`src/rtl/port_bus_pkg.sv`:
```
// Shared definitions for the port-expander bus: opcodes, scheduler FSM
// states and the layout of the header byte sent at the start of each frame.
package port_bus_pkg;

   localparam logic [1:0] OP_DIR   = 2'b00;
   localparam logic [1:0] OP_READ  = 2'b01;
   localparam logic [1:0] OP_WRITE = 2'b10;
   localparam logic [1:0] OP_RSVD  = 2'b11;

   localparam int HDR_OP_MSB = 7;
   localparam int HDR_OP_LSB = 6;
   localparam int HDR_IDX_W  = 4;

   typedef enum logic [2:0] {
      ST_RST_PULSE = 3'd0,
      ST_IDLE      = 3'd1,
      ST_HDR       = 3'd2,
      ST_DATA      = 3'd3,
      ST_TURN      = 3'd4
   } state_e;

   function automatic logic [7:0] make_header(input logic [1:0] op,
                                              input logic [HDR_IDX_W-1:0] idx);
      logic [7:0] h;
      h = '0;
      h[HDR_OP_MSB:HDR_OP_LSB] = op;
      h[HDR_IDX_W-1:0] = idx;
      return h;
   endfunction

endpackage

```
`src/rtl/port_bus_scheduler_if.sv`:
```
// Request/acknowledge and expander-bus signals of the port bus scheduler.
// The slave modport is the scheduler; master is the port channels plus bus pins.
interface port_bus_scheduler_if #(
   parameter int NUM_PORTS = 10
);
   logic [NUM_PORTS-1:0]   req;
   logic [2*NUM_PORTS-1:0] req_op;
   logic [8*NUM_PORTS-1:0] req_wdata;
   logic [NUM_PORTS-1:0]   ack;
   logic [7:0]             rdata;
   logic                   busy;
   logic                   bus_rst;
   logic                   bus_oe;
   logic [7:0]             bus_dout;
   logic [7:0]             bus_din;

   modport master (
      output req, req_op, req_wdata, bus_din,
      input  ack, rdata, busy, bus_rst, bus_oe, bus_dout
   );

   modport slave (
      input  req, req_op, req_wdata, bus_din,
      output ack, rdata, busy, bus_rst, bus_oe, bus_dout
   );
endinterface

```
`src/rtl/rr_arbiter.sv`:
```
// Combinational round-robin arbiter: the search begins one past ptr and wraps
// modulo N; the first requester found wins.
module rr_arbiter #(
   parameter int N = 10,
   localparam int IW = (N > 1) ? $clog2(N) : 1
) (
   input  logic [N-1:0]  req,
   input  logic [IW-1:0] ptr,
   output logic          grant_valid,
   output logic [IW-1:0] grant_idx
);

   logic [IW-1:0] idx;

   always_comb begin
      grant_valid = 1'b0;
      grant_idx   = '0;
      idx         = '0;
      for (int k = 1; k <= N; k++) begin
         idx = IW'((32'(ptr) + 32'(k)) % N);
         if (!grant_valid && req[idx]) begin
            grant_valid = 1'b1;
            grant_idx   = idx;
         end
      end
   end

endmodule

```
`src/rtl/port_bus_scheduler.sv`:
```
// Round-robin scheduler sharing the serial port-expander bus between port
// channels; runs header/data/turnaround frames and the expander reset pulse.
module port_bus_scheduler
   import port_bus_pkg::*;
#(
   parameter int NUM_PORTS  = 10,
   parameter int RST_CYCLES = 4
) (
   input logic clk,
   input logic rst_n,
   port_bus_scheduler_if.slave pb
);

   localparam int IDX_W = (NUM_PORTS > 1) ? $clog2(NUM_PORTS) : 1;

   state_e               state_q, state_nxt;
   logic [7:0]           cnt_q, cnt_nxt;
   logic [IDX_W-1:0]     rr_ptr_q, rr_ptr_nxt;
   logic [IDX_W-1:0]     g_q, g_nxt;
   logic [1:0]           op_q, op_nxt;
   logic [7:0]           wd_q, wd_nxt;
   logic [NUM_PORTS-1:0] ack_q, ack_nxt;
   logic                 oe_q, oe_nxt;
   logic [7:0]           dout_q, dout_nxt;
   logic [7:0]           rdata_q;
   logic                 busy_q, bus_rst_q;

   logic                 grant_valid;
   logic [IDX_W-1:0]     grant_idx;
   logic [1:0]           op_arr [NUM_PORTS];
   logic [7:0]           wd_arr [NUM_PORTS];

   for (genvar i = 0; i < NUM_PORTS; i++) begin : g_unpack
      assign op_arr[i] = pb.req_op[2*i +: 2];
      assign wd_arr[i] = pb.req_wdata[8*i +: 8];
   end

   rr_arbiter #(.N(NUM_PORTS)) u_arb (
      .req         (pb.req),
      .ptr         (rr_ptr_q),
      .grant_valid (grant_valid),
      .grant_idx   (grant_idx)
   );

   always_comb begin
      state_nxt  = state_q;
      cnt_nxt    = cnt_q;
      rr_ptr_nxt = rr_ptr_q;
      g_nxt      = g_q;
      op_nxt     = op_q;
      wd_nxt     = wd_q;
      case (state_q)
         ST_RST_PULSE: begin
            cnt_nxt = cnt_q + 8'd1;
            if (cnt_q == 8'(RST_CYCLES - 1)) state_nxt = ST_IDLE;
         end
         ST_IDLE: begin
            if (grant_valid) begin
               g_nxt      = grant_idx;
               op_nxt     = op_arr[grant_idx];
               wd_nxt     = wd_arr[grant_idx];
               rr_ptr_nxt = grant_idx;
               state_nxt  = ST_HDR;
            end
         end
         ST_HDR:  state_nxt = (op_q == OP_RSVD) ? ST_TURN : ST_DATA;
         ST_DATA: state_nxt = ST_TURN;
         ST_TURN: state_nxt = ST_IDLE;
         default: state_nxt = ST_RST_PULSE;
      endcase

      // Outputs are registered, so derive them from the state being entered.
      oe_nxt   = 1'b0;
      dout_nxt = '0;
      ack_nxt  = '0;
      case (state_nxt)
         ST_HDR: begin
            if (op_nxt != OP_RSVD) begin
               oe_nxt   = 1'b1;
               dout_nxt = make_header(op_nxt, HDR_IDX_W'(g_nxt));
            end
         end
         ST_DATA: begin
            if (op_nxt != OP_READ) begin
               oe_nxt   = 1'b1;
               dout_nxt = wd_nxt;
            end
         end
         ST_TURN: ack_nxt[g_nxt] = 1'b1;
         default: ;
      endcase
   end

   always_ff @(posedge clk or negedge rst_n) begin
      if (!rst_n) begin
         state_q   <= ST_RST_PULSE;
         cnt_q     <= '0;
         rr_ptr_q  <= IDX_W'(NUM_PORTS - 1);
         ack_q     <= '0;
         oe_q      <= 1'b0;
         dout_q    <= '0;
         rdata_q   <= '0;
         busy_q    <= 1'b1;
         bus_rst_q <= 1'b1;
      end else begin
         state_q   <= state_nxt;
         cnt_q     <= cnt_nxt;
         rr_ptr_q  <= rr_ptr_nxt;
         ack_q     <= ack_nxt;
         oe_q      <= oe_nxt;
         dout_q    <= dout_nxt;
         busy_q    <= (state_nxt != ST_IDLE);
         bus_rst_q <= (state_nxt == ST_RST_PULSE);
         if (state_q == ST_DATA && op_q == OP_READ) rdata_q <= pb.bus_din;
      end
   end

   // Frame context is only meaningful after a grant, so it carries no reset.
   always_ff @(posedge clk) begin
      g_q  <= g_nxt;
      op_q <= op_nxt;
      wd_q <= wd_nxt;
   end

   assign pb.ack      = ack_q;
   assign pb.rdata    = rdata_q;
   assign pb.busy     = busy_q;
   assign pb.bus_rst  = bus_rst_q;
   assign pb.bus_oe   = oe_q;
   assign pb.bus_dout = dout_q;

endmodule

```
`src/flat_wrapper.sv`:
```
// flat-port wrapper written by rule: the top's interface ports become plain ports
module port_bus_scheduler_flat import port_bus_pkg::*;
#(
   parameter int NUM_PORTS  = 10,
   parameter int RST_CYCLES = 4
)
  (clk, rst_n, pb_req, pb_req_op, pb_req_wdata, pb_bus_din, pb_ack, pb_rdata, pb_busy, pb_bus_rst, pb_bus_oe, pb_bus_dout);
  port_bus_scheduler_if #(.NUM_PORTS(NUM_PORTS)) pb_i ();
  input logic clk;
  input logic rst_n;
  input wire logic [$bits(pb_i.req)-1:0] pb_req;
  input wire logic [$bits(pb_i.req_op)-1:0] pb_req_op;
  input wire logic [$bits(pb_i.req_wdata)-1:0] pb_req_wdata;
  input wire logic [$bits(pb_i.bus_din)-1:0] pb_bus_din;
  output wire logic [$bits(pb_i.ack)-1:0] pb_ack;
  output wire logic [$bits(pb_i.rdata)-1:0] pb_rdata;
  output wire logic [$bits(pb_i.busy)-1:0] pb_busy;
  output wire logic [$bits(pb_i.bus_rst)-1:0] pb_bus_rst;
  output wire logic [$bits(pb_i.bus_oe)-1:0] pb_bus_oe;
  output wire logic [$bits(pb_i.bus_dout)-1:0] pb_bus_dout;
  assign pb_i.req = pb_req;
  assign pb_i.req_op = pb_req_op;
  assign pb_i.req_wdata = pb_req_wdata;
  assign pb_i.bus_din = pb_bus_din;
  assign pb_ack = pb_i.ack;
  assign pb_rdata = pb_i.rdata;
  assign pb_busy = pb_i.busy;
  assign pb_bus_rst = pb_i.bus_rst;
  assign pb_bus_oe = pb_i.bus_oe;
  assign pb_bus_dout = pb_i.bus_dout;
  port_bus_scheduler #(.NUM_PORTS(NUM_PORTS), .RST_CYCLES(RST_CYCLES)) u_core (.clk(clk), .rst_n(rst_n), .pb(pb_i));
endmodule
```
`config.mk`:
```
export PLATFORM = sky130hd
export DESIGN_NAME = port_bus_scheduler_flat
export DESIGN_NICKNAME = d
export VERILOG_FILES = /design/src/rtl/port_bus_pkg.sv /design/src/rtl/port_bus_scheduler_if.sv /design/src/rtl/rr_arbiter.sv /design/src/rtl/port_bus_scheduler.sv /design/src/flat_wrapper.sv
export SDC_FILE = /design/constraint.sdc
export NUM_CORES = 1
export LEC_CHECK = 0
export CORE_ASPECT_RATIO = 0.6
export CORE_MARGIN = 4
export CORE_UTILIZATION = 25
export CTS_CLUSTER_DIAMETER = 200
export DETAILED_ROUTE_END_ITERATION = 10
export SYNTH_ARGS = -nofsm -noshare
export SYNTH_HDL_FRONTEND = slang
export SYNTH_SLANG_ARGS = --single-unit
```
`constraint.sdc`:
```
create_clock -name clk -period 5.36 [get_ports clk]
set_input_delay 0.536 -clock clk [delete_from_list [all_inputs] [get_ports clk]]
set_output_delay 0.536 -clock clk [all_outputs]
set_load 0.01 [all_outputs]
```
# After elaboration in Yosys (flattened, before gate mapping)
# Index checks and enable logic that the tools add are counted.
dict set report word_totals {
  regBits 58
  latch_bits 0
  ramBits 0
  rom_bits 0
  out_inout_bits 29
  elab_cells 148
  mem_count 0
}
dict set report op_classes {
  n_addsub 11
  multipliers 0
  div 10
  n_lt_le_gt_ge 13
  n_eq_ne 13
  shifts 0
  muxes 65
  n_bitwise 1
  reduce_logical 23
}
# cell count
set op_table {}
lappend op_table {{32-bit by 4-bit modulo with 32-bit output, second input constant} 10}
lappend op_table {{4-bit by 5-bit < comparator with 1-bit output, second input constant} 11}
lappend op_table {{4-bit two-way mux} 12}
lappend op_table {{8-bit two-way mux} 6}
lappend op_table {{1-bit binary-select mux with 4-bit select} 10}
lappend op_table {{8-bit binary-select mux with 4-bit select} 1}
lappend op_table {{1-bit two-way mux} 23}
lappend op_table {{4-bit by 3-bit adder with 5-bit output, second input constant} 4}
lappend op_table {{8-bit one-hot mux with 2 select lines} 1}
lappend op_table {{4-bit by 4-bit adder with 5-bit output, second input constant} 3}
lappend op_table {{3-bit one-hot mux with 5 select lines} 1}
lappend op_table {{3-bit by 2-bit equality test with 1-bit output, second input constant} 4}
lappend op_table {{1-bit logical AND} 11}
lappend op_table {{4-bit by 2-bit adder with 5-bit output, second input constant} 2}
lappend op_table {{10-bit two-way mux} 1}
lappend op_table {{1-bit logical NOT} 9}
lappend op_table {{3-bit two-way mux} 3}
lappend op_table {{8-bit by 1-bit adder with 8-bit output, second input constant} 1}
lappend op_table {{2-bit binary-select mux with 4-bit select} 1}
lappend op_table {{8-bit by 2-bit equality test with 1-bit output, second input constant} 1}
lappend op_table {{2-bit two-way mux} 4}
lappend op_table {{3-bit equality test, second input constant} 2}
lappend op_table {{3-bit logical NOT} 2}
lappend op_table {{4-bit by 1-bit adder with 5-bit output, second input constant} 1}
lappend op_table {{12 further kinds} 12}

# Logic depth before layout (Yosys ltp)
# Gate-level depths: netlist of the first run.
dict set report logic_depth {
  depth_word 41
  mapped_depth 27
  depth_no_buf 22
}

# Cells and area by module
# From an unflattened synthesis of the first run, not the netlist that was laid out.
dict set report unflattened {
  cells_unflattened 883
  area_unflattened_um2 7373.3
}
# mod instances cells_each area_each_um2 seq_area_each_um2
set modules_own_cells {}
lappend modules_own_cells {rr_arbiter 1 619 4329.2 0.0}
lappend modules_own_cells {port_bus_scheduler 1 264 3044.2 1386.3}

# Least setup slack after synthesis of the first run
# OpenSTA, ideal clock, no wires.
dict set report synth_path {
  path_type {reg2reg}
  startpoint {reg u_core.rr_ptr_q[1]}
  endpoint {reg u_core.ack_q[5] (netlist: u_core.pb.ack[5])}
  setup_time_ns 0.080
  t_arrival_ns 5.548
  t_required_ns 5.280
  setup_slack_ns -0.267
  stages_incl_launch_ff 25
  n_path_buf 4
  cell_sequence {dfrtp_1 > buf_2 > inv_1 > clkbuf_1 > ha_1 > nor2b_2 > xnor2_1 > buf_2 > nand2_1 > ha_1 > nand2b_1 > o21bai_1 > a22o_1 > a211o_1 > or3_1 > a31o_2 > o211ai_2 > nor4_1 > or3_1 > buf_2 > or2_4 > o21ai_2 > inv_2 > or4_4 > nor3b_2}
}
dict set report synth_between {
  elab_chain_len 39
  elab_cells_between_ends 89
}
# element line
set synth_lines {}
lappend synth_lines {{from (decl)} port_bus_scheduler.sv:18} ;# logic [IDX_W-1:0] rr_ptr_q, rr_ptr_nxt;
lappend synth_lines {{from (signal assigned)} port_bus_scheduler.sv:98} ;# rr_ptr_q <= IDX_W'(NUM_PORTS - 1);
lappend synth_lines {{from (signal assigned)} port_bus_scheduler.sv:108} ;# rr_ptr_q <= rr_ptr_nxt;
lappend synth_lines {{4-bit by 1-bit adder with 5-bit output} rr_arbiter.sv:20} ;# idx = IW'((32'(ptr) + 32'(k)) % N);
lappend synth_lines {{32-bit by 4-bit modulo with 32-bit output} rr_arbiter.sv:20}
lappend synth_lines {{1-bit binary-select mux with 4-bit select} rr_arbiter.sv:21} ;# if (!grant_valid && req[idx]) begin
lappend synth_lines {{1-bit two-way mux (not written as such)} rr_arbiter.sv:21}
lappend synth_lines {{1-bit two-way mux} rr_arbiter.sv:21}
lappend synth_lines {{1-bit logical NOT} rr_arbiter.sv:21}
lappend synth_lines {{1-bit logical AND} rr_arbiter.sv:21}
lappend synth_lines {{1-bit two-way mux} rr_arbiter.sv:21}
lappend synth_lines {{[25 not listed]} -}
lappend synth_lines {{4-bit two-way mux *} port_bus_scheduler.sv:52} ;# case (state_q)
lappend synth_lines {{named net u_core.g_nxt[3]} port_bus_scheduler.sv:19} ;# logic [IDX_W-1:0] g_q, g_nxt;
lappend synth_lines {{4-bit by 5-bit < comparator with 1-bit output (not written as such) or 4-bit by 1-bit >= comparator with 1-bit output (tied branches)} port_bus_scheduler.sv:89} ;# ST_TURN: ack_nxt[g_nxt] = 1'b1;
lappend synth_lines {{1-bit logical AND (not written as such)} port_bus_scheduler.sv:89}
lappend synth_lines {{1-bit two-way mux (not written as such)} port_bus_scheduler.sv:89}
lappend synth_lines {{1-bit demux with 4-bit select *} -}
lappend synth_lines {{10-bit two-way mux *} port_bus_scheduler.sv:76} ;# case (state_nxt)
lappend synth_lines {{named net u_core.ack_nxt[5]} port_bus_scheduler.sv:22} ;# logic [NUM_PORTS-1:0] ack_q, ack_nxt;
lappend synth_lines {{to (signal assigned)} port_bus_scheduler.sv:109} ;# ack_q <= ack_nxt;
lappend synth_lines {{to (decl)} port_bus_scheduler.sv:22}
# Mark *: on every way through the listed nets, which the timed path passes. The rest lies on a longest branch. The select of a mux whose other input is x is not followed.
# A chain may end at the register's enable or synchronous reset.

# Final worst setup path of the first run
# Same ends and word-level chain as after synthesis.

==> tab_implementation.tex, run 1 <==
\begin{tabular}{lr}
\hline
Metric & Value \\
\hline
\multicolumn{2}{l}{\textbf{Run status}} \\
\quad Run status & finished, final reports clean \\
\multicolumn{2}{l}{\textbf{Logic synthesis}} \\
\quad Flop and latch count out of synthesis & 58 \\
\quad Net count of the mapped netlist & 1,037 \\
\quad Top flip-flop cell by instance count after synthesis & sky130\_fd\_sc\_hd\_\_dfrtp\_1 \\
\quad Synth area leader & sky130\_fd\_sc\_hd\_\_dfrtp\_1 \\
\quad Number of enable-type register cells in the synthesized netlist & 0 \\
\quad Synthesized cell area & around 7400 µm² \\
\quad Number of instances in the synthesized netlist & 878 \\
\quad Sequential share of the synthesized area & 0.1877 \\
\quad Largest cells by area after synthesis & sky130\_fd\_sc\_hd\_\_dfrtp\_1, sky130\_fd\_sc\_hd\_\_mux2i\_1, sky130\_fd\_sc\_hd\_\_ha\_1 \\
\quad FFs w/ async S/R, synth & 0.7586 \\
\quad Synth Area per Inst & approximately 8.4 µm² \\
\quad Count of cell types in the netlist & 107 \\
\quad Post-synth top area share & 0.1355 \\
\quad Ys Warns & 0 \\
\multicolumn{2}{l}{\textbf{Setup path}} \\
\quad Critical-path maximum fanout & 6 \\
\quad Critical path data arrival time & 5.58 ns \\
\quad Endpoint of the most critical register-to-register path & u\_core.pb.ack[5] \\
\quad Path depth of the worst reg2reg path & 24 \\
\quad Critical R2R Launch & u\_core.rr\_ptr\_q[1] \\
\quad Worst Path Required & 5.61 ns \\
\quad CP startpoint kind & flop \\
\quad Kind of critical path & flop to flop \\
\quad CP Capture Type & flop \\
\quad Worst-case register-to-register setup slack & 0.04 ns \\
\multicolumn{2}{l}{\textbf{CTS}} \\
\quad CTS Root Cell & sky130\_fd\_sc\_hd\_\_clkbuf\_16 \\
\quad TritonCTS clock tree & done \\
\quad CTS H-Tree Depth & 3 \\
\quad Clock-pin slew reported for the worst setup and hold paths after clock tree synthesis & 0.05 ns \\
\quad Clock buffer count from CTS & 9 \\
\quad Max Buffers Root-to-Sink & 2 \\
\quad CTS sink count & 58 \\
\quad Clock insertion delay at the later pin of the skew report & 0.33 ns \\
\multicolumn{2}{l}{\textbf{Global route}} \\
\quad First-pass GRT wire length & 43,610 µm \\
\quad Grt total ovfl & 0 \\
\quad Number of global-route vias before repair & between 7,000 and 8,000 \\
\quad Maximum number of pins on one net before global-route repair & 45 \\
\quad Aggregate global-route resource usage & 0.1685 \\
\quad Number of antenna violations at the first check in global routing & 0 \\
\multicolumn{2}{l}{\textbf{Layout}} \\
\quad Area grow syn2layout & 51.77\% \\
\quad Fraction of layout cells with a size suffix above 1 & 0.2881 \\
\quad Final-stage net count & about 1,300 \\
\quad Final Cell Area & 11,210 µm² \\
\quad Number of fill cells in the layout & 2,891 \\
\quad Storage element area & 1389 µm² \\
\quad Ant diodes & 0 \\
\quad Final core area utilization & 0.3872 \\
\quad Multi-input logic area & 6120 µm² \\
\multicolumn{2}{l}{\textbf{Timing}} \\
\quad Min Clock Period, post-route & around 5.3 ns \\
\quad Maximum frequency from static timing analysis & 0.1878 GHz \\
\quad Maximum clock skew at final layout & roughly 0.007 ns \\
\quad RSZ-0062 raised after global routing & yes \\
\quad Transition time at the pin with the least slew margin & 1.000 ns \\
\quad Final Max Slew Viols & 0 \\
\quad Relative slew margins & 0.3332 \\
\quad Final setup fails & 0 \\
\quad Hold violation total from the final report & 0 \\
\quad Tcrit/Tclk final & 0.9935 \\
\multicolumn{2}{l}{\textbf{Die}} \\
\quad Std cell rows & 48 \\
\quad Width of the die & 229.9 µm \\
\quad Count of pins on the block boundary & 149 \\
\quad Placeable core area & 28,950 µm² \\
\quad Area of the die & 32,450 µm² \\
\quad Die span in y & around 140 µm \\
\quad Initial Utilization & 0.2551 \\
\multicolumn{2}{l}{\textbf{Placement}} \\
\quad Number of buffers inserted by port buffering & 148 \\
\quad Routability-driven placement congestion ratio & between 1 and 1.5 \\
\quad HPWL reported at the end of detailed placement & $\sim$23,000 µm \\
\quad Instance area after placement & 10,110 µm² \\
\multicolumn{2}{l}{\textbf{Route}} \\
\quad WL per Instance & 19.34 µm \\
\quad First-pass iteration count of the detailed router & 7 \\
\quad Antenna violation net count after detailed routing & 0 \\
\quad 1st-iter DRT viols & just over 700 \\
\quad Drt total wl & around 30,000 µm \\
\quad Residual DRC count & 0 \\
\quad Number of vias per cell & 5.264 \\
\quad Overall via count from detail\_route & 8,117 \\
\multicolumn{2}{l}{\textbf{Min path}} \\
\quad Hold WC Path Type & primary input to async pin \\
\multicolumn{2}{l}{\textbf{Flow run}} \\
\quad Maxcap violations & 0 \\
\hline
\end{tabular}
-- cell families after synthesis --
group,count (synthesis),synth area share
xor+xnor,31,0.03879
buf+inv,86,0.06031
simple gates,287,0.2011
compound gates,259,0.2712
mux,113,0.1680
flops,58,0.1877
fa+ha+maj,44,0.07284
-- Yosys cell counts (8+ instances only) --
cell type,instances
sky130_fd_sc_hd__nand2_1,67
sky130_fd_sc_hd__o22ai_1,16
sky130_fd_sc_hd__ha_1,39
sky130_fd_sc_hd__inv_2,9
sky130_fd_sc_hd__nand2b_1,11
sky130_fd_sc_hd__o31ai_1,8
sky130_fd_sc_hd__a31oi_1,9
sky130_fd_sc_hd__a21oi_1,31
sky130_fd_sc_hd__o21a_1,10
sky130_fd_sc_hd__dfrtp_1,40
sky130_fd_sc_hd__clkbuf_1,13
sky130_fd_sc_hd__buf_2,19
sky130_fd_sc_hd__a211o_1,9
sky130_fd_sc_hd__o21ai_0,39
sky130_fd_sc_hd__a211oi_1,19
sky130_fd_sc_hd__mux2i_1,88
sky130_fd_sc_hd__and3_1,8
sky130_fd_sc_hd__nor2b_1,14
sky130_fd_sc_hd__nor2_1,71
sky130_fd_sc_hd__or3_1,12
sky130_fd_sc_hd__mux2_2,18
sky130_fd_sc_hd__xnor2_1,21
sky130_fd_sc_hd__dfxtp_1,14
sky130_fd_sc_hd__o211ai_1,10
sky130_fd_sc_hd__nand3_1,18
sky130_fd_sc_hd__nor3_1,21
sky130_fd_sc_hd__and2_1,8
sky130_fd_sc_hd__xor2_1,8
sky130_fd_sc_hd__o21ai_1,10
sky130_fd_sc_hd__inv_1,29
-- area by class of cell --
type,instances,area share
inverters,39,0.01395
clock inverters,3,0.001339
multi-input cells,734,0.5459
repair buffers,295,0.2470
flip-flops and latches,58,0.1239
well taps,400,0.04465
clock buffers,13,0.02322
-- how the worst max path moves through the flow --
stage                                  start                     to  depth (start not counted)
after floorplan           u_core.rr_ptr_q[2]       u_core.pb.ack[5]                         25
after global placement    u_core.rr_ptr_q[1]  u_core.pb.bus_dout[3]                         23
after detailed placement  u_core.rr_ptr_q[1]  u_core.pb.bus_dout[0]                         23
after CTS                 u_core.rr_ptr_q[1]  u_core.pb.bus_dout[7]                         23
after global routing      u_core.rr_ptr_q[1]       u_core.pb.ack[5]                         24
final                     u_core.rr_ptr_q[1]       u_core.pb.ack[5]                         24
-- repair_timing --
action                     CTS  global route
hold buffers                 0             0
buffers inserted             3            20
pin swaps                    4            28
setup endpoints to repair   24            29
cloned                       1             3
resized for setup           14           101
-- worst max-delay path, stage by stage (launching register included) --
cell and delay, ns:
sky130_fd_sc_hd__dfrtp_2 0.42, sky130_fd_sc_hd__inv_2 0.07, sky130_fd_sc_hd__buf_4 0.17, sky130_fd_sc_hd__ha_4 0.19
sky130_fd_sc_hd__buf_4 0.14, sky130_fd_sc_hd__a2111oi_4 0.40, sky130_fd_sc_hd__nor3_2 0.09, sky130_fd_sc_hd__nor2_1 0.15
sky130_fd_sc_hd__inv_1 0.10, sky130_fd_sc_hd__ha_4 0.30, sky130_fd_sc_hd__mux4_2 0.31, sky130_fd_sc_hd__and3_4 0.20
sky130_fd_sc_hd__a2bb2oi_2 0.17, sky130_fd_sc_hd__nor3_2 0.23, sky130_fd_sc_hd__nand3_2 0.15, sky130_fd_sc_hd__buf_6 0.18
sky130_fd_sc_hd__nor4_4 0.27, sky130_fd_sc_hd__buf_4 0.17, sky130_fd_sc_hd__a32oi_2 0.10, sky130_fd_sc_hd__buf_4 0.19
sky130_fd_sc_hd__clkbuf_16 0.17, sky130_fd_sc_hd__and2_4 0.16, sky130_fd_sc_hd__a21o_1 0.18, sky130_fd_sc_hd__or4_4 0.54
sky130_fd_sc_hd__nor3b_2 0.18
-- registers in the layout, summed over array words and instances (netlist names) --
register / cells
u_core.op_q: 2
u_core.pb.bus_dout: 8
u_core.wd_q: 8
u_core.pb.bus_oe: 1
u_core.pb.ack: 10
u_core.g_q: 4
u_core.rr_ptr_q: 4
u_core.pb.busy: 1
u_core.cnt_q: 8
u_core.pb.bus_rst: 1
u_core.state_q: 3
u_core.pb.rdata: 8
-- stage by stage --
| stage | cells | hold WS (ns) | TNS (ns) | setup slack, ns |
|---|---|---|---|---|
| after CTS | 1519 | 0.4184 | 0 | 0.01050 |
| final | 1542 | 0.3868 | 0 | 0.03502 |
| after detailed placement | 1499 | 0.4513 | -3.077 | -0.3117 |
| after global placement | 1499 | 0.4423 | -1.868 | -0.2275 |
| after global routing | 1542 | 0.4683 | -0.7561 | -0.1046 |
| after floorplan | 878 | 0.2404 | 0 | 0.0003593 |
-- cell usage in the layout, fill, tap and decap left out, types with 20 or more instances in the layout --
cell type,Yosys,routed
sky130_fd_sc_hd__ha_1,39,25
sky130_fd_sc_hd__nand2_1,67,66
sky130_fd_sc_hd__mux2i_1,88,80
sky130_fd_sc_hd__inv_1,29,25
sky130_fd_sc_hd__a21oi_1,31,29
sky130_fd_sc_hd__xnor2_1,21,20
sky130_fd_sc_hd__buf_4,6,129
sky130_fd_sc_hd__o21ai_0,39,36
sky130_fd_sc_hd__dfrtp_1,40,38
sky130_fd_sc_hd__nor2_1,71,64
sky130_fd_sc_hd__clkdlybuf4s50_1,0,147
-- routing by layer --
layer / vias to the layer above / routed length (µm) / GRT usage
met2: 375 / 11840 / 0.2389
met5: - / 116 / 0.02679
met4: 2 / 191 / 0.01876
met1: 3865 / 14390 / 0.2480
li1: 3853 / - / -
met3: 22 / 3294 / 0.06119
Power of run 1 is left out: the tool's default activity adds up to more than one toggle a clock period on the data nets, which glitch-free logic cannot reach.
==> run 2, diff against run 1 <==
clock period = 6.8 ns   (was 5.36 ns; I/O delays follow)
==> run 2 against run 1 <==
Against the previous run: clock skew barely moved; cell count decreased by 7.5%; via count is 6.0% lower; wire length shrank 8.1%; die area did not move; worst setup slack gained 0.36 ns; worst hold slack gained 0.077 ns; non-clock buffer count decreased by 116; fmax fell by 17%.
==> tab_implementation.tex, run 2 (synthesis results as in run 1) <==
\begin{tabular}{lr}
\hline
Metric & Value \\
\hline
\multicolumn{2}{l}{\textbf{Global route}} \\
\quad Number of antenna violations at the first check in global routing & 0 (unchanged) \\
\quad Maximum number of pins on one net before global-route repair & 45 (unchanged) \\
\quad First-pass GRT wire length & 41,870 µm (was 43,610 µm) \\
\quad Aggregate global-route resource usage & 0.1608 (was 0.1685) \\
\quad Grt total ovfl & 0 (unchanged) \\
\quad Number of global-route vias before repair & 7,202 (was 7,419) \\
\multicolumn{2}{l}{\textbf{Setup path}} \\
\quad Kind of critical path & flop to flop (unchanged) \\
\quad Max incr delay on CP & 0.69 ns (was 0.54 ns) \\
\quad Critical-path maximum fanout & 28 (was 6) \\
\quad Worst Path Required & 6.98 ns (was 5.61 ns) \\
\quad Endpoint of the most critical register-to-register path & u\_core.pb.bus\_dout[3] (was u\_core.pb.ack[5]) \\
\quad CP startpoint kind & flop (unchanged) \\
\quad CP Capture Type & flop (unchanged) \\
\quad Worst-case register-to-register setup slack & 0.40 ns (was 0.04 ns) \\
\quad Path depth of the worst reg2reg path & 20 (was 24) \\
\quad Crit path buf inv count & 3 (was 8) \\
\quad Cell type of the slowest stage on the worst timing path & sky130\_fd\_sc\_hd\_\_dfstp\_2 (was sky130\_fd\_sc\_hd\_\_or4\_4) \\
\quad Critical path data arrival time & 6.58 ns (was 5.58 ns) \\
\quad Critical R2R Launch & u\_core.rr\_ptr\_q[3] (was u\_core.rr\_ptr\_q[1]) \\
\quad Top cell family by delay on the critical path & compound AO/OA/AOI/OAI gates (was simple AND/OR/NAND/NOR gates) \\
\quad Critical Path, Cell by Cell & inv\_2 > ha\_1 > a2111oi\_2 > nor3\_1 > nor2\_1 > inv\_1 > ha\_1 > mux4\_2 > and3\_1 > a2bb2oi\_2 > or3\_1 > or3\_1 > a21oi\_1 > o22ai\_1 > a32oi\_2 > buf\_4 > mux2i\_2 > o22ai\_1 > o21ai\_2 > o22ai\_1 (was inv\_2 > buf\_4 > ha\_4 > buf\_4 > a2111oi\_4 > nor3\_2 > nor2\_1 > inv\_1 > ha\_4 > mux4\_2 > and3\_4 > a2bb2oi\_2 > nor3\_2 > nand3\_2 > buf\_6 > nor4\_4 > buf\_4 > a32oi\_2 > buf\_4 > clkbuf\_16 > and2\_4 > a21o\_1 > or4\_4 > nor3b\_2) \\
\quad Most numerous cell on the critical path & sky130\_fd\_sc\_hd\_\_o22ai\_1 (was sky130\_fd\_sc\_hd\_\_buf\_4) \\
\multicolumn{2}{l}{\textbf{Min path}} \\
\quad Number of cells on the worst hold path & 2 \\
\quad Hold Crit Endpoint & u\_core.wd\_q[6] \\
\quad Launch point of the worst hold path & u\_core.wd\_q[6] \\
\quad Hold WC Path Type & flop to flop (was primary input to async pin) \\
\multicolumn{2}{l}{\textbf{Timing}} \\
\quad Maximum frequency from static timing analysis & 0.1562 GHz (was 0.1878 GHz) \\
\quad Final setup fails & 0 (unchanged) \\
\quad Maximum clock skew at final layout & 0.007082 ns (was 0.007043 ns) \\
\quad Final Max Slew Viols & 0 (unchanged) \\
\quad Relative slew margins & 0.2551 (was 0.3332) \\
\quad Min Clock Period, post-route & 6.400 ns (was 5.325 ns) \\
\quad Tcrit/Tclk final & 0.9412 (was 0.9935) \\
\quad Transition time at the pin with the least slew margin & 1.086 ns (was 1.000 ns) \\
\quad Hold violation total from the final report & 0 (unchanged) \\
\quad Post-route setup TNS & 0 ns (unchanged) \\
\multicolumn{2}{l}{\textbf{Die}} \\
\quad Die span in y & 141.1 µm (unchanged) \\
\quad Std cell rows & 48 (unchanged) \\
\quad Area of the die & 32,450 µm² (unchanged) \\
\quad Count of pins on the block boundary & 149 (unchanged) \\
\quad Initial Utilization & 0.2551 (unchanged) \\
\quad Placeable core area & 28,950 µm² (unchanged) \\
\quad Width of the die & 229.9 µm (unchanged) \\
\multicolumn{2}{l}{\textbf{Placement}} \\
\quad Instance area after placement & 9346 µm² (was 10,110 µm²) \\
\quad HPWL reported at the end of detailed placement & 22,080 µm (was 23,270 µm) \\
\quad Routability-driven placement congestion ratio & 1.011 (was 1.050) \\
\quad Number of buffers inserted by port buffering & 148 (unchanged) \\
\multicolumn{2}{l}{\textbf{Route}} \\
\quad Drt total wl & 27,400 µm (was 29,830 µm) \\
\quad First-pass iteration count of the detailed router & 5 (was 7) \\
\quad Overall via count from detail\_route & 7,633 (was 8,117) \\
\quad 1st-iter DRT viols & 741 (was 722) \\
\quad Number of vias per cell & 5.353 (was 5.264) \\
\quad WL per Instance & 19.21 µm (was 19.34 µm) \\
\quad Antenna violation net count after detailed routing & 0 (unchanged) \\
\quad Residual DRC count & 0 (unchanged) \\
\multicolumn{2}{l}{\textbf{CTS}} \\
\quad Clock buffer count from CTS & 9 (unchanged) \\
\quad CTS H-Tree Depth & 3 (unchanged) \\
\quad CTS Root Cell & sky130\_fd\_sc\_hd\_\_clkbuf\_16 (unchanged) \\
\quad Max Buffers Root-to-Sink & 2 (unchanged) \\
\quad Count of hold buffers inserted by post-cts repair & 0 (unchanged) \\
\quad Clock-pin slew reported for the worst setup and hold paths after clock tree synthesis & 0.05 ns (about the same) \\
\quad CTS sink count & 58 (unchanged) \\
\quad Clock insertion delay at the later pin of the skew report & 0.32 ns (was 0.33 ns) \\
\quad TritonCTS clock tree & done (unchanged) \\
\multicolumn{2}{l}{\textbf{Flow run}} \\
\quad Maxcap violations & 0 (unchanged) \\
\multicolumn{2}{l}{\textbf{Layout}} \\
\quad Ant diodes & 0 (unchanged) \\
\quad Highest-count cells in the layout ignoring fill and taps & sky130\_fd\_sc\_hd\_\_clkdlybuf4s50\_1, sky130\_fd\_sc\_hd\_\_mux2i\_1, sky130\_fd\_sc\_hd\_\_nor2\_1 (was sky130\_fd\_sc\_hd\_\_clkdlybuf4s50\_1, sky130\_fd\_sc\_hd\_\_buf\_4, sky130\_fd\_sc\_hd\_\_mux2i\_1) \\
\quad Number of fill cells in the layout & 2,995 (was 2,891) \\
\quad Final Cell Area & 9677 µm² (was 11,210 µm²) \\
\quad Most common library cell in the layout ignoring fill and taps & sky130\_fd\_sc\_hd\_\_clkdlybuf4s50\_1 (unchanged) \\
\quad Area grow syn2layout & 31.02\% (was 51.77\%) \\
\quad Flip-flop count of the largest register, all copies and words added & 10 (unchanged) \\
\quad Final-stage net count & 1,180 (was 1,296) \\
\quad Fraction of layout cells with a size suffix above 1 & 0.1365 (was 0.2881) \\
\multicolumn{2}{l}{\textbf{Run status}} \\
\quad Run status & finished, final reports clean (unchanged) \\
\hline
\end{tabular}
-- run 2: worst min-delay path, delay by kind of cell (launching register included) --
| kind | cells | cell delay [ns] |
|---|---|---|
| AOI/OAI and AO/OA | 1 | 0.06 |
| DFF | 1 | 0.29 |
| and+or+nand+nor | 1 | 0.06 |
-- run 2: layer usage --
metal / up-vias / global-route usage / wire, µm
met2: 380 / 0.2356 / 11040
met1: 3591 / 0.2416 / 13170
met5: - / 0 / 0
met4: 0 / 0.02162 / 286
li1: 3642 / - / -
met3: 20 / 0.04160 / 2904
-- run 2: layout make-up --
type | count | area [µm²] | area share
flip-flops and latches | 58 | 1386 | 0.1433
well taps | 400 | 500.5 | 0.05172
clock inverters | 1 | 30.03 | 0.003103
repair buffers | 179 | 1734 | 0.1792
multi-input cells | 734 | 5592 | 0.5778
clock buffers | 15 | 287.8 | 0.02974
inverters | 39 | 146.4 | 0.01513
-- run 2: worst max path at each step --
stage | startpoint | end | slack (ns) | cells after the start
floorplan | u_core.rr_ptr_q[1] | u_core.pb.ack[5] | 1.17 | 24
global placement | u_core.rr_ptr_q[3] | u_core.pb.bus_dout[3] | 0.33 | 20
detailed placement | u_core.rr_ptr_q[3] | u_core.pb.bus_dout[3] | 0.27 | 20
global route | u_core.rr_ptr_q[3] | u_core.pb.bus_dout[3] | -0.03 | 21
finish | u_core.rr_ptr_q[3] | u_core.pb.bus_dout[3] | 0.40 | 20
CTS | u_core.rr_ptr_q[3] | u_core.pb.bus_dout[3] | 0.25 | 20
-- run 2: timing repair --
action,CTS,global route
buffers inserted,0,0
resized for setup,0,3
hold endpoints to repair,0,0
setup endpoints to repair,0,9
-- run 2: through the flow --
stage,worst slack [ns],hold slack [ns],util,std cells
finish,0.3997,0.4636,0.3343,1426
detailed placement,0.2669,0.4497,0.3229,1410
global placement,0.3253,0.4441,0.3229,1410
floorplan,1.173,0.3844,-,878
global route,-0.03228,0.4936,0.3343,1426
CTS,0.2502,0.4578,0.3339,1426
Power of run 2 is left out for the same reason.
==> run 3, diff against run 2 <==
CAP_MARGIN = 20   (was unset)
CORE_UTILIZATION = 35   (was 25)
==> run 3 against run 2 <==
Against the previous run: worst hold slack got worse by 0.29 ns; cell count decreased by 8.7%; die area decreased by 27%; register-to-register slack improved by 0.07 ns; critical path depth unchanged; design area decreased by 1.6%; clock skew decreased by 0.0031 ns; global-route usage increased by 5.2 points; largest cell class unchanged.
==> tab_implementation.tex, run 3 (synthesis results as in run 1) <==
\begin{tabular}{lr}
\hline
Metric & Value \\
\hline
\multicolumn{2}{l}{\textbf{Route}} \\
\quad 1st-iter DRT viols & 632 (was 741) \\
\quad WL per Instance & 20.35 µm (was 19.21 µm) \\
\quad First-pass iteration count of the detailed router & 5 (unchanged) \\
\quad Antenna violation net count after detailed routing & 0 (unchanged) \\
\quad Drt total wl & 26,500 µm (was 27,400 µm) \\
\quad Residual DRC count & 0 (unchanged) \\
\quad Number of vias per cell & 5.836 (was 5.353) \\
\quad Overall via count from detail\_route & 7,599 (was 7,633) \\
\multicolumn{2}{l}{\textbf{Die}} \\
\quad Area of the die & 23,570 µm² (was 32,450 µm²) \\
\quad Count of pins on the block boundary & 149 (unchanged) \\
\quad Initial Utilization & 0.3626 (was 0.2551) \\
\quad Width of the die & 195.5 µm (was 229.9 µm) \\
\quad Std cell rows & 40 (was 48) \\
\quad Placeable core area & 20,370 µm² (was 28,950 µm²) \\
\quad Die span in y & 120.5 µm (was 141.1 µm) \\
\multicolumn{2}{l}{\textbf{Layout}} \\
\quad Ant diodes & 0 (unchanged) \\
\quad Flip-flop count of the largest register, all copies and words added & 10 (unchanged) \\
\quad Most common library cell in the layout ignoring fill and taps & sky130\_fd\_sc\_hd\_\_clkdlybuf4s50\_1 (unchanged) \\
\quad Final-stage net count & 1,183 (was 1,180) \\
\quad Fraction of layout cells with a size suffix above 1 & 0.1361 (was 0.1365) \\
\quad Highest-count cells in the layout ignoring fill and taps & sky130\_fd\_sc\_hd\_\_clkdlybuf4s50\_1, sky130\_fd\_sc\_hd\_\_mux2i\_1, sky130\_fd\_sc\_hd\_\_nor2\_1 (unchanged) \\
\quad Area grow syn2layout & 28.93\% (was 31.02\%) \\
\multicolumn{2}{l}{\textbf{Timing}} \\
\quad Maximum clock skew at final layout & 0.003966 ns (was 0.007082 ns) \\
\quad Final setup fails & 0 (unchanged) \\
\quad Relative slew margins & 0.2815 (was 0.2551) \\
\quad Hold violation total from the final report & 0 (unchanged) \\
\quad Maximum frequency from static timing analysis & 0.1579 GHz (was 0.1562 GHz) \\
\quad Post-route setup TNS & 0 ns (unchanged) \\
\quad Tcrit/Tclk final & 0.9313 (was 0.9412) \\
\quad Min Clock Period, post-route & 6.333 ns (was 6.400 ns) \\
\quad Transition time at the pin with the least slew margin & 1.072 ns (was 1.086 ns) \\
\quad RSZ-0062 raised after global routing & no \\
\quad Final Max Slew Viols & 0 (unchanged) \\
\multicolumn{2}{l}{\textbf{CTS}} \\
\quad CTS Root Cell & sky130\_fd\_sc\_hd\_\_clkbuf\_16 (unchanged) \\
\quad CTS H-Tree Depth & 3 (unchanged) \\
\quad Clock insertion delay at the later pin of the skew report & 0.32 ns (about the same) \\
\quad TritonCTS clock tree & done (unchanged) \\
\quad Clock buffer count from CTS & 9 (unchanged) \\
\quad Clock-pin slew reported for the worst setup and hold paths after clock tree synthesis & 0.05 ns (about the same) \\
\quad CTS sink count & 58 (unchanged) \\
\quad Max Buffers Root-to-Sink & 2 (unchanged) \\
\multicolumn{2}{l}{\textbf{Run status}} \\
\quad Run status & finished, final reports clean (unchanged) \\
\multicolumn{2}{l}{\textbf{Setup path}} \\
\quad Critical-path maximum fanout & 29 (was 28) \\
\quad Critical Path, Cell by Cell & inv\_2 > ha\_1 > a2111oi\_2 > nor3\_1 > nor2\_1 > inv\_1 > ha\_1 > mux4\_2 > and3\_1 > a2bb2oi\_2 > or3\_1 > or3\_1 > a21oi\_1 > o22ai\_1 > a32oi\_2 > buf\_6 > mux2i\_1 > o22ai\_1 > nor3\_2 > o22ai\_1 (was inv\_2 > ha\_1 > a2111oi\_2 > nor3\_1 > nor2\_1 > inv\_1 > ha\_1 > mux4\_2 > and3\_1 > a2bb2oi\_2 > or3\_1 > or3\_1 > a21oi\_1 > o22ai\_1 > a32oi\_2 > buf\_4 > mux2i\_2 > o22ai\_1 > o21ai\_2 > o22ai\_1) \\
\quad Endpoint of the most critical register-to-register path & u\_core.pb.bus\_dout[1] (was u\_core.pb.bus\_dout[3]) \\
\quad Worst-case register-to-register setup slack & 0.47 ns (was 0.40 ns) \\
\quad CP Capture Type & flop (unchanged) \\
\quad Max incr delay on CP & 0.71 ns (was 0.69 ns) \\
\quad Most numerous cell on the critical path & sky130\_fd\_sc\_hd\_\_o22ai\_1 (unchanged) \\
\quad Critical path data arrival time & 6.52 ns (was 6.58 ns) \\
\quad Path depth of the worst reg2reg path & 20 (unchanged) \\
\quad Cell type of the slowest stage on the worst timing path & sky130\_fd\_sc\_hd\_\_dfstp\_2 (unchanged) \\
\quad Worst Path Required & 6.98 ns (about the same) \\
\quad Critical R2R Launch & u\_core.rr\_ptr\_q[3] (unchanged) \\
\quad Kind of critical path & flop to flop (unchanged) \\
\quad CP startpoint kind & flop (unchanged) \\
\multicolumn{2}{l}{\textbf{Global route}} \\
\quad Grt total ovfl & 0 (unchanged) \\
\quad First-pass GRT wire length & 40,010 µm (was 41,870 µm) \\
\quad Number of global-route vias before repair & 6,742 (was 7,202) \\
\quad Maximum number of pins on one net before global-route repair & 45 (unchanged) \\
\quad Aggregate global-route resource usage & 0.2129 (was 0.1608) \\
\quad Number of antenna violations at the first check in global routing & 0 (unchanged) \\
\multicolumn{2}{l}{\textbf{Placement}} \\
\quad Routability-driven placement congestion ratio & 0.9349 (was 1.011) \\
\quad HPWL reported at the end of detailed placement & 21,340 µm (was 22,080 µm) \\
\quad Number of buffers inserted by port buffering & 148 (unchanged) \\
\multicolumn{2}{l}{\textbf{Min path}} \\
\quad Hold WC Path Type & primary input to async pin (was flop to flop) \\
\multicolumn{2}{l}{\textbf{Flow run}} \\
\quad Maxcap violations & 0 (unchanged) \\
\hline
\end{tabular}
[run 3: cell count changes in the layout (fill, tap and decap cells not counted), sizes merged]
| cell | before | now |
|---|---|---|
| buf | 32 | 34 |
| clkbuf | 15 | 14 |
| clkinv | 1 | 2 |
| dlymetal6s2s | 0 | 1 |
[run 3: worst max-delay path, delay by kind of cell (launching register included)]
family	cells	cell delay, ns
buffers and inverters	3	0.60
adders and majority gates	2	0.77
AOI/OAI and AO/OA	7	1.62
muxes	2	0.76
DFF	1	0.71
and+or+nand+nor	6	1.71
[run 3: timing repair]
item	CTS	global route
setup buffers	0	3
gates resized for setup	0	2
hold buffers	0	0
setup endpoints to repair	0	5
[run 3: per-layer routing]
layer	share of wire	wire [µm]	GRT usage
met1	0.49	12980	0.3269
met2	0.38	10100	0.2884
met3	0.12	3159	0.07157
met4	0.0096	255	0.03313
met5	0	0	0
[run 3: final cells by class]
cell class / count / area [µm²]
clock inverter: 2 / 35.03
fill: 1925 / 10850
timing repair buffer: 182 / 1765
clock buffer: 14 / 264.0
multi-input combinational: 734 / 5584
tap: 273 / 341.6
sequential: 58 / 1386
inverter: 39 / 146.4
[run 3: worst max-delay path by stage]
stage                            start                    end  slack, ns  cells past startpoint
floorplan           u_core.rr_ptr_q[1]       u_core.pb.ack[5]       1.17                     24
global placement    u_core.rr_ptr_q[1]  u_core.pb.bus_dout[1]       0.47                     20
detailed placement  u_core.rr_ptr_q[0]  u_core.pb.bus_dout[1]       0.44                     22
CTS                 u_core.rr_ptr_q[3]  u_core.pb.bus_dout[1]       0.43                     19
global route        u_core.rr_ptr_q[0]  u_core.pb.bus_dout[1]       0.07                     22
finish              u_core.rr_ptr_q[3]  u_core.pb.bus_dout[1]       0.47                     20
[run 3: through the flow]
| stage | worst slack (ns) | hold slack [ns] | cells | utilization | cell area (µm²) |
|---|---|---|---|---|---|
| after detailed placement | 0.4436 | 0.4494 | 1281 | 0.4490 | 9146 |
| after CTS | 0.4314 | 0.4601 | 1297 | 0.4637 | 9445 |
| after global placement | 0.4746 | 0.4496 | 1281 | 0.4490 | 9146 |
| after floorplan | 1.173 | 0.3844 | 878 | - | 7386 |
| final | 0.4670 | 0.1752 | 1302 | 0.4675 | 9523 |
| after global routing | 0.06600 | 0.1749 | 1302 | 0.4675 | 9523 |
Power of run 3 is left out for the same reason.
